[src/rtl/reg_loader_pkg.sv]
// Shared types for the vector register loader.
// FSM state encoding used by reg_loader.
package reg_loader_pkg;

   typedef enum logic {
      FILL  = 1'b0,
      WRITE = 1'b1
   } state_e;

endpackage

[src/rtl/reg_loader.sv]
// Packs a stream of N-bit words into WIDTH_VECTOR-lane vectors and writes them out.
// Define REG_LOADER_WRAP_EN to let the write pointer wrap instead of stalling when full.
module reg_loader
   import reg_loader_pkg::*;
#(
   parameter int WIDTH_ADDR   = 4,
   parameter int WIDTH_VECTOR = 8,
   parameter int N            = 32
) (
   input  logic                              clk,
   input  logic                              rst_n,
   input  logic                              clear,
   input  logic                              s_valid,
   input  logic [N-1:0]                      s_data,
   output logic                              s_ready,
   output logic                              we,
   output logic [WIDTH_ADDR-1:0]             addr,
   output logic [WIDTH_VECTOR-1:0][N-1:0]    wdata,
   output logic [WIDTH_ADDR:0]               count,
   output logic                              full
);

   localparam int LW = (WIDTH_VECTOR > 1) ? $clog2(WIDTH_VECTOR) : 1;
   localparam logic [WIDTH_ADDR:0] DEPTH = {1'b1, {WIDTH_ADDR{1'b0}}};
   localparam logic [LW-1:0] LAST_LANE = LW'(WIDTH_VECTOR - 1);

   state_e                           state_q, state_d;
   logic [LW-1:0]                    lane_idx_q, lane_idx_d;
   logic [WIDTH_ADDR-1:0]            wr_ptr_q, wr_ptr_d;
   logic [WIDTH_ADDR:0]              count_q, count_d;
   logic [WIDTH_VECTOR-1:0][N-1:0]   wdata_q, wdata_d;
   logic                             xfer;

`ifdef REG_LOADER_WRAP_EN
   assign full    = 1'b0;
   assign s_ready = rst_n && (state_q == FILL);
`else
   assign full    = (count_q == DEPTH);
   assign s_ready = rst_n && (state_q == FILL) && !full;
`endif

   assign xfer  = s_valid && s_ready;
   assign we    = (state_q == WRITE);
   assign addr  = wr_ptr_q;
   assign wdata = wdata_q;
   assign count = count_q;

   always_comb begin
      state_d    = state_q;
      lane_idx_d = lane_idx_q;
      wr_ptr_d   = wr_ptr_q;
      count_d    = count_q;
      wdata_d    = wdata_q;
      unique case (state_q)
         FILL: begin
            // clear wins over a same-cycle transfer; the partial vector is dropped
            if (clear) begin
               lane_idx_d = '0;
               wr_ptr_d   = '0;
               count_d    = '0;
            end else if (xfer) begin
               wdata_d[lane_idx_q] = s_data;
               if (lane_idx_q == LAST_LANE) begin
                  lane_idx_d = '0;
                  state_d    = WRITE;
               end else begin
                  lane_idx_d = lane_idx_q + 1'b1;
               end
            end
         end
         WRITE: begin
            state_d = FILL;
            if (clear) begin
               lane_idx_d = '0;
               wr_ptr_d   = '0;
               count_d    = '0;
            end else begin
               wr_ptr_d = wr_ptr_q + 1'b1;
               if (count_q != DEPTH) count_d = count_q + 1'b1;
            end
         end
         default: state_d = FILL;
      endcase
   end

   always_ff @(posedge clk) begin
      if (!rst_n) begin
         state_q    <= FILL;
         lane_idx_q <= '0;
         wr_ptr_q   <= '0;
         count_q    <= '0;
         wdata_q    <= '0;
      end else begin
         state_q    <= state_d;
         lane_idx_q <= lane_idx_d;
         wr_ptr_q   <= wr_ptr_d;
         count_q    <= count_d;
         wdata_q    <= wdata_d;
      end
   end

endmodule

[config.mk]
export PLATFORM = sky130hd
export DESIGN_NAME = reg_loader
export DESIGN_NICKNAME = d
export VERILOG_FILES = /design/src/rtl/reg_loader_pkg.sv /design/src/rtl/reg_loader.sv
export SDC_FILE = /design/constraint.sdc
export NUM_CORES = 1
export LEC_CHECK = 0
export ABC_AREA = 1
export BUFFER_PORTS_ARGS = -buffer_cell sky130_fd_sc_hd__clkbuf_2
export CAP_MARGIN = 40
export CORE_MARGIN = 2
export CORE_UTILIZATION = 40
export CTS_BUF_LIST = sky130_fd_sc_hd__clkbuf_4
export DETAILED_ROUTE_END_ITERATION = 16
export GPL_TIMING_DRIVEN = 0
export PLACE_DENSITY = 0.64
export SLEW_MARGIN = 20
export SYNTH_ARGS = -nofsm -noshare
export SYNTH_HDL_FRONTEND = slang
export SYNTH_SLANG_ARGS = --single-unit
export TNS_END_PERCENT = 30
[constraint.sdc]
create_clock -name clk -period 2.29 [get_ports clk]
set_input_delay 0.229 -clock clk [delete_from_list [all_inputs] [get_ports clk]]
set_output_delay 0.229 -clock clk [all_outputs]
set_load 0.005 [all_outputs]
==> flow_metrics.env, run 1 <==
export IMPL_status="complete, no violations"
export IMPL_drive_gt1_share_pct=24.51
export IMPL_p_sw_mw=2.484
export IMPL_cp_max_fo=4
export IMPL_post_cts_setup_buffers=0
export IMPL_hold_class="input port to flop"
export IMPL_cp_arrival_ps=1860
export IMPL_top_layer_used="met4"
export IMPL_post_dp_hpwl_um=27890
export IMPL_cts_buffer_depth=3
export IMPL_gp_congestion=0.8271
export IMPL_drcViolationCount=0
export IMPL_htree_levels=3
export IMPL_power_frac_clock_pct=45.4
export IMPL_synth_cell_types=22
export IMPL_fill_cells=2788
export IMPL_routedWlPerCell_um=16.91
export IMPL_initial_core_util_pct=40.53
export IMPL_grt_pass1_wl_um=57290
export IMPL_dp_slack_ps=177.3
export IMPL_avgViaCountPerCell=4.933
export IMPL_finalCriticalPeriod_ps=2090
export IMPL_fmax_ghz=0.4784
export IMPL_io_buffers=302
export IMPL_combPwrFrac_pct=6.4
export IMPL_synth_cells=1524
export IMPL_critPathRequiredTime_ps=2060
export IMPL_die_y_um=169.0
export IMPL_wl_met3_um=3933
export IMPL_tns_ps=0
export IMPL_drt_iter0_drc=794
export IMPL_end_kind="output pin"
export IMPL_numCtsBuffers=73
export IMPL_timing_final_ws_setup_ps=199.5
export IMPL_gr_total_overflow=0
export IMPL_leakagePower_nw=6.516
export IMPL_cap_violations=0
export IMPL_tightest_slew_ps=800.0
export IMPL_peakVddDrop_mv=0.2992
export IMPL_rows=60
export IMPL_insertion_delay_ps=670
export IMPL_die_width_um=169.0
export IMPL_finish_net_count=1946
export IMPL_cts_sinks=269
export IMPL_post_route_period_util_pct=91.29
export IMPL_reg2reg_from="count[0]"
export IMPL_yosysWarningCount=0
export IMPL_power_density_nw_per_um2=710.7
export IMPL_crit_path_start="count[0]"
export IMPL_maxSlewViolCount=0
export IMPL_die_area_um2=28560
export IMPL_setup_viol=0
export IMPL_swShare_pct=25.28
export IMPL_hold_viol=0
export IMPL_design_area_um2=13820
export IMPL_areaGrowthSynthToFinish_pct=26.92
export IMPL_synth_seq_cells=269
export IMPL_syn_avg_cell_area_um2=7.147
export IMPL_first_global_vias=10086
export IMPL_setup_worst_path_class="flop to output pin"
export IMPL_rsz0062_at_grt="false"
export IMPL_drt_met1_wl_um=16080
export IMPL_hold_start="s_data[31]"
export IMPL_max_slew_margin_pct=46.66
export IMPL_wirelength_um=38830
export IMPL_ant_nets=0
export IMPL_cts_root_buffer="clkbuf_4"
export IMPL_antenna_found_initial=1
export IMPL_io_pins=304
export IMPL_netlist_area_um2=10890
export IMPL_grt_max_degree=11
export IMPL_dr_pass1_iters=5
export IMPL_coreArea_um2=26880
export IMPL_clk_pin_slew_ps=70
export IMPL_grt_util_all_layers_pct=26.39
export IMPL_cts_tree="yes"
export IMPL_postPlaceCellArea_um2=12830
export IMPL_hold_slack_ps=72.52
export IMPL_intPower_mw=7.341
export IMPL_wl_met2_um=17640
export IMPL_seq_area_frac_synth_pct=49.44
export IMPL_syn_num_nets=1565
export IMPL_p_seq_share_pct=48.2
export IMPL_vias=11332
export IMPL_cp_start_kind="flop"
export IMPL_clock_skew_ps=40.39
[synthesized netlist by cell type, drive strengths merged]
master,instances,share of area (%)
nor2,529,19
nand3,270,12
dfxtp,269,49
nand2,267,9.2
buf,95,5.8
inv,56,1.9
a21oi,10,0.46
clkbuf,10,0.34
ha,5,0.57
o21ai,5,0.23
nor3,3,0.14
a211oi,1,0.069
nand4,1,0.20
nor3b,1,0.069
o21a,1,0.069
o21bai,1,0.069
[power groups by stage]
stage | logic, mW | registers, mW | clock network [mW]
after floorplan | 0.359 | 4.84 | 0
after global placement | 0.616 | 4.84 | 0
after detailed placement | 0.620 | 4.84 | 0
after CTS | 0.625 | 4.74 | 4.55
after global routing | 0.685 | 4.74 | 4.82
final | 0.629 | 4.74 | 4.46
[cell families (layout without fill, tap and decap cells)]
family	count (synthesis)	in the layout	share of synthesized area (%)
simple gates	1071	1071	40.98
flops	269	269	49.44
buf+inv	161	591	8.110
compound gates	18	18	0.8961
fa+ha+maj	5	5	0.5744
other cells	0	2	0
[timing repair]
item / CTS / global route
gates resized for setup: 0 / 1
setup endpoints to repair: 0 / 1
hold buffers: 4 / 0
endpoints found under the hold margin: 8 / 0
[stage by stage]
stage / util (%) / total power, mW / instances
5_1_grt: 51.43 / 10.24 / 2297
6_report: 51.43 / 9.825 / 2297
3_5_place_dp: 47.74 / 5.461 / 2167
3_3_place_gp: 47.74 / 5.456 / 2167
2_1_floorplan: - / 5.198 / 1524
4_1_cts: 51.41 / 9.911 / 2295
[state kept, by name, indices dropped and copies added, names as in the netlist]
name,count
wdata,256
count,5
addr,4
lane_idx_q,3
we,1
[path summary, 6_finish.rpt]
path | slack, ps | to | cells past startpoint
setup / recovery | 200 | s_ready | 8
hold / removal | 70 | wdata[191] | 5
setup reg to reg | 220 | wdata[208] | 12
hold reg to reg | 470 | addr[3] | 1
[worst max-delay path, stage by stage, from the launching register on]
cell and delay (ps):
dfxtp_1 360, inv_1 90, ha_1 200, nand2_1 60, inv_1 40, nand2_2 110, inv_1 70, nor3_1 140
clkbuf_2 140
[layout by cell type (no fill, tap or decap), types with 10 or more instances in the layout]
cell,Yosys,layout
a21oi_1,10,10
buf_4,25,25
nand3_1,269,269
nor2_4,10,10
nand2_1,267,266
nor2_1,519,519
clkbuf_1,10,10
clkbuf_4,0,106
dfxtp_1,269,269
inv_1,55,55
clkinv_1,0,14
clkbuf_2,0,302
buf_6,24,24
buf_1,42,42
[area by class of cell]
| class | instances | area, µm² | share of cell area [%] |
|---|---|---|---|
| clock inverter | 18 | 150.1 | 1.086 |
| sequential | 269 | 5385 | 38.96 |
| inverter | 56 | 210.2 | 1.521 |
| tap | 341 | 426.7 | 3.087 |
| multi-input combinational | 1094 | 4626 | 33.46 |
| clock buffer | 106 | 795.8 | 5.757 |
| antenna | 2 | 5.005 | 0.03621 |
| timing repair buffer | 306 | 1551 | 11.22 |
| buffer | 105 | 673.1 | 4.870 |
[per-layer routing]
metal | track usage (%) | vias up
li1 | - | 5579
met1 | 33.94 | 5155
met2 | 42.00 | 515
met3 | 7.435 | 83
met4 | 10.44 | 0
met5 | 0 | -
Power figures use the tool's default switching activity.
==> run 2: changes to the inputs <==
==> constraint.sdc (replaced) <==
create_clock -name clk -period 2.29 [get_ports clk]
set_input_delay 0.229 -clock clk [delete_from_list [all_inputs] [get_ports clk]]
set_output_delay 0.229 -clock clk [all_outputs]
set_load 0.1 [all_outputs]
==> flow_metrics.env, run 2 (synthesis results as in run 1) <==
export IMPL_hold_path_depth=5
export IMPL_peakVddDrop_mv=0.3254
export IMPL_rsz0062_at_grt="false"
export IMPL_slowest_stage="clkbuf_2"
export IMPL_drcViolationCount=0
export IMPL_cts_buffer_depth=3
export IMPL_insertion_delay_ps=700
export IMPL_critPathRequiredTime_ps=2060
export IMPL_cp_buffers_inverters=4
export IMPL_cp_arrival_ps=1970
export IMPL_leakagePower_nw=6.572
export IMPL_cts_tree="yes"
export IMPL_ant_nets=0
export IMPL_design_area_um2=13950
export IMPL_reg2reg_from="count[1]"
export IMPL_hold_start="s_data[24]"
export IMPL_critical_path_top_delay_family="buffers and inverters"
export IMPL_power_density_nw_per_um2=729.5
export IMPL_vias=11167
export IMPL_areaGrowthSynthToFinish_pct=28.09
export IMPL_clk_pin_slew_ps=60
export IMPL_die_y_um=169.0
export IMPL_max_slew_margin_pct=49.89
export IMPL_numCtsBuffers=73
export IMPL_tns_ps=0
export IMPL_grt_util_all_layers_pct=25.71
export IMPL_rows=60
export IMPL_die_width_um=169.0
export IMPL_setup_viol=0
export IMPL_gr_total_overflow=0
export IMPL_drive_gt1_share_pct=25.82
export IMPL_largest_reg_flops=256
export IMPL_setup_worst_path_class="flop to output pin"
export IMPL_r2r_end="wdata[30]"
export IMPL_clock_skew_ps=51.15
export IMPL_grt_pass1_wl_um=56240
export IMPL_post_route_period_util_pct=95.97
export IMPL_die_area_um2=28560
export IMPL_finish_net_count=1949
export IMPL_antenna_found_initial=1
export IMPL_postPlaceCellArea_um2=12890
export IMPL_cp_start_kind="flop"
export IMPL_coreArea_um2=26880
export IMPL_cp_max_fo=4
export IMPL_worstPathCellList="inv_4 -> ha_4 -> nand2_2 -> inv_2 -> nand2_4 -> clkinvlp_4 -> clkbuf_2"
export IMPL_wirelength_um=37910
export IMPL_post_dp_hpwl_um=27790
export IMPL_first_global_vias=10086
export IMPL_io_pins=304
export IMPL_finalCriticalPeriod_ps=2198
export IMPL_drt_iter0_drc=836
export IMPL_crit_path_start="count[1]"
export IMPL_cts_root_buffer="clkbuf_4"
export IMPL_tightest_slew_ps=751.6
export IMPL_end_kind="output pin"
export IMPL_io_buffers=302
export IMPL_routedWlPerCell_um=16.47
export IMPL_fmax_ghz=0.4550
export IMPL_fill_cells=2767
export IMPL_htree_levels=3
export IMPL_cts_sinks=269
export IMPL_cap_violations=0
export IMPL_r2r_setup_slack_ps=260
export IMPL_gp_congestion=0.8243
export IMPL_reg2reg_depth=13
export IMPL_cp_depth=7
export IMPL_slowest_delay_ps=460
export IMPL_hold_class="input port to flop"
export IMPL_hold_viol=0
export IMPL_final_cell_mix="nor2_1, clkbuf_2, nand3_1"
export IMPL_critPathCapture="full"
export IMPL_grt_max_degree=11
export IMPL_status="complete, no violations"
export IMPL_initial_core_util_pct=40.53
export IMPL_dr_pass1_iters=5
export IMPL_final_common_cell="nor2_1"
export IMPL_avgViaCountPerCell=4.851
export IMPL_maxSlewViolCount=0
==> run 2: changes by cell type in the layout (fill, tap and decap cells not counted), moves of 2 or more <==
cell           delta
clkinv_1         -11
dfxtp_2           +2
dfxtp_1           -5
clkbuf_4         +13
inv_4             +2
inv_2             +3
inv_1             -4
dlygate4sd3_1     +2
dfxtp_4           +3
==> run 2: what timing repair did <==
action                                  4_1_cts  5_1_grt
endpoints found under the hold margin        17        0
endpoints found under the setup margin        1        3
pin swaps                                     0        2
resized for setup                             2        3
gates cloned                                  0        0
buffers inserted                              0        1
hold buffers                                  6        0
==> run 2: worst reg2reg max path: stages, from the launching register on <==
cell and delay (ps):
dfxtp_4 370, inv_4 40, ha_4 150, nand2_2 60, inv_2 40, nand2_4 90, nand3_2 150, nor2_4 140
buf_4 170, buf_4 260, buf_4 230, nand3_1 80, nand2_1 80, nor2_1 40
==> run 2: worst min path at each step <==
stage | endpoint | slack (ps)
floorplan | we | 430
global placement | addr[3] | 450
detailed placement | addr[3] | 470
CTS | wdata[248] | 40
global route | wdata[120] | 60
finish | wdata[248] | 80
==> run 2: routing by layer <==
metal  track usage (%)  vias to the layer above  wire, µm
li1                  -                     5586         -
met1             32.92                     5044     16660
met2             40.50                      448     16760
met3             7.155                       89      3134
met4             11.59                        0      1348
met5                 0                        -         0
==> run 2: area by class of cell <==
| type | count | area (µm²) | share of cell area, % |
|---|---|---|---|
| multi-input combinational | 1094 | 4657 | 33.38 |
| tap | 341 | 426.7 | 3.058 |
| inverter | 56 | 219.0 | 1.570 |
| clock inverter | 9 | 91.34 | 0.6547 |
| antenna | 1 | 2.502 | 0.01794 |
| buffer | 105 | 675.6 | 4.843 |
| timing repair buffer | 309 | 1594 | 11.43 |
| sequential | 269 | 5399 | 38.70 |
| clock buffer | 118 | 885.9 | 6.350 |
==> run 2: power breakdown <==
group / switching, mW / total, mW / internal [mW]
Clock: 2.02 / 4.56 / 2.54
Combinational: 0.696 / 0.882 / 0.186
Sequential: 0.0234 / 4.73 / 4.71
==> run 2: per-stage QoR <==
step           instances  hold WS [ps]  power, mW  setup slack (ps)  utilization [%]
6_report            2302         83.55      10.18             92.36            51.91
5_1_grt             2302         59.18      10.59            0.6795            51.91
4_1_cts             2300         39.00      10.27             14.62            51.84
3_5_place_dp        2167         465.3      5.702             314.9            47.95
3_3_place_gp        2167         454.6      5.697             329.9            47.95
2_1_floorplan       1524         425.8      5.447            -284.4                -
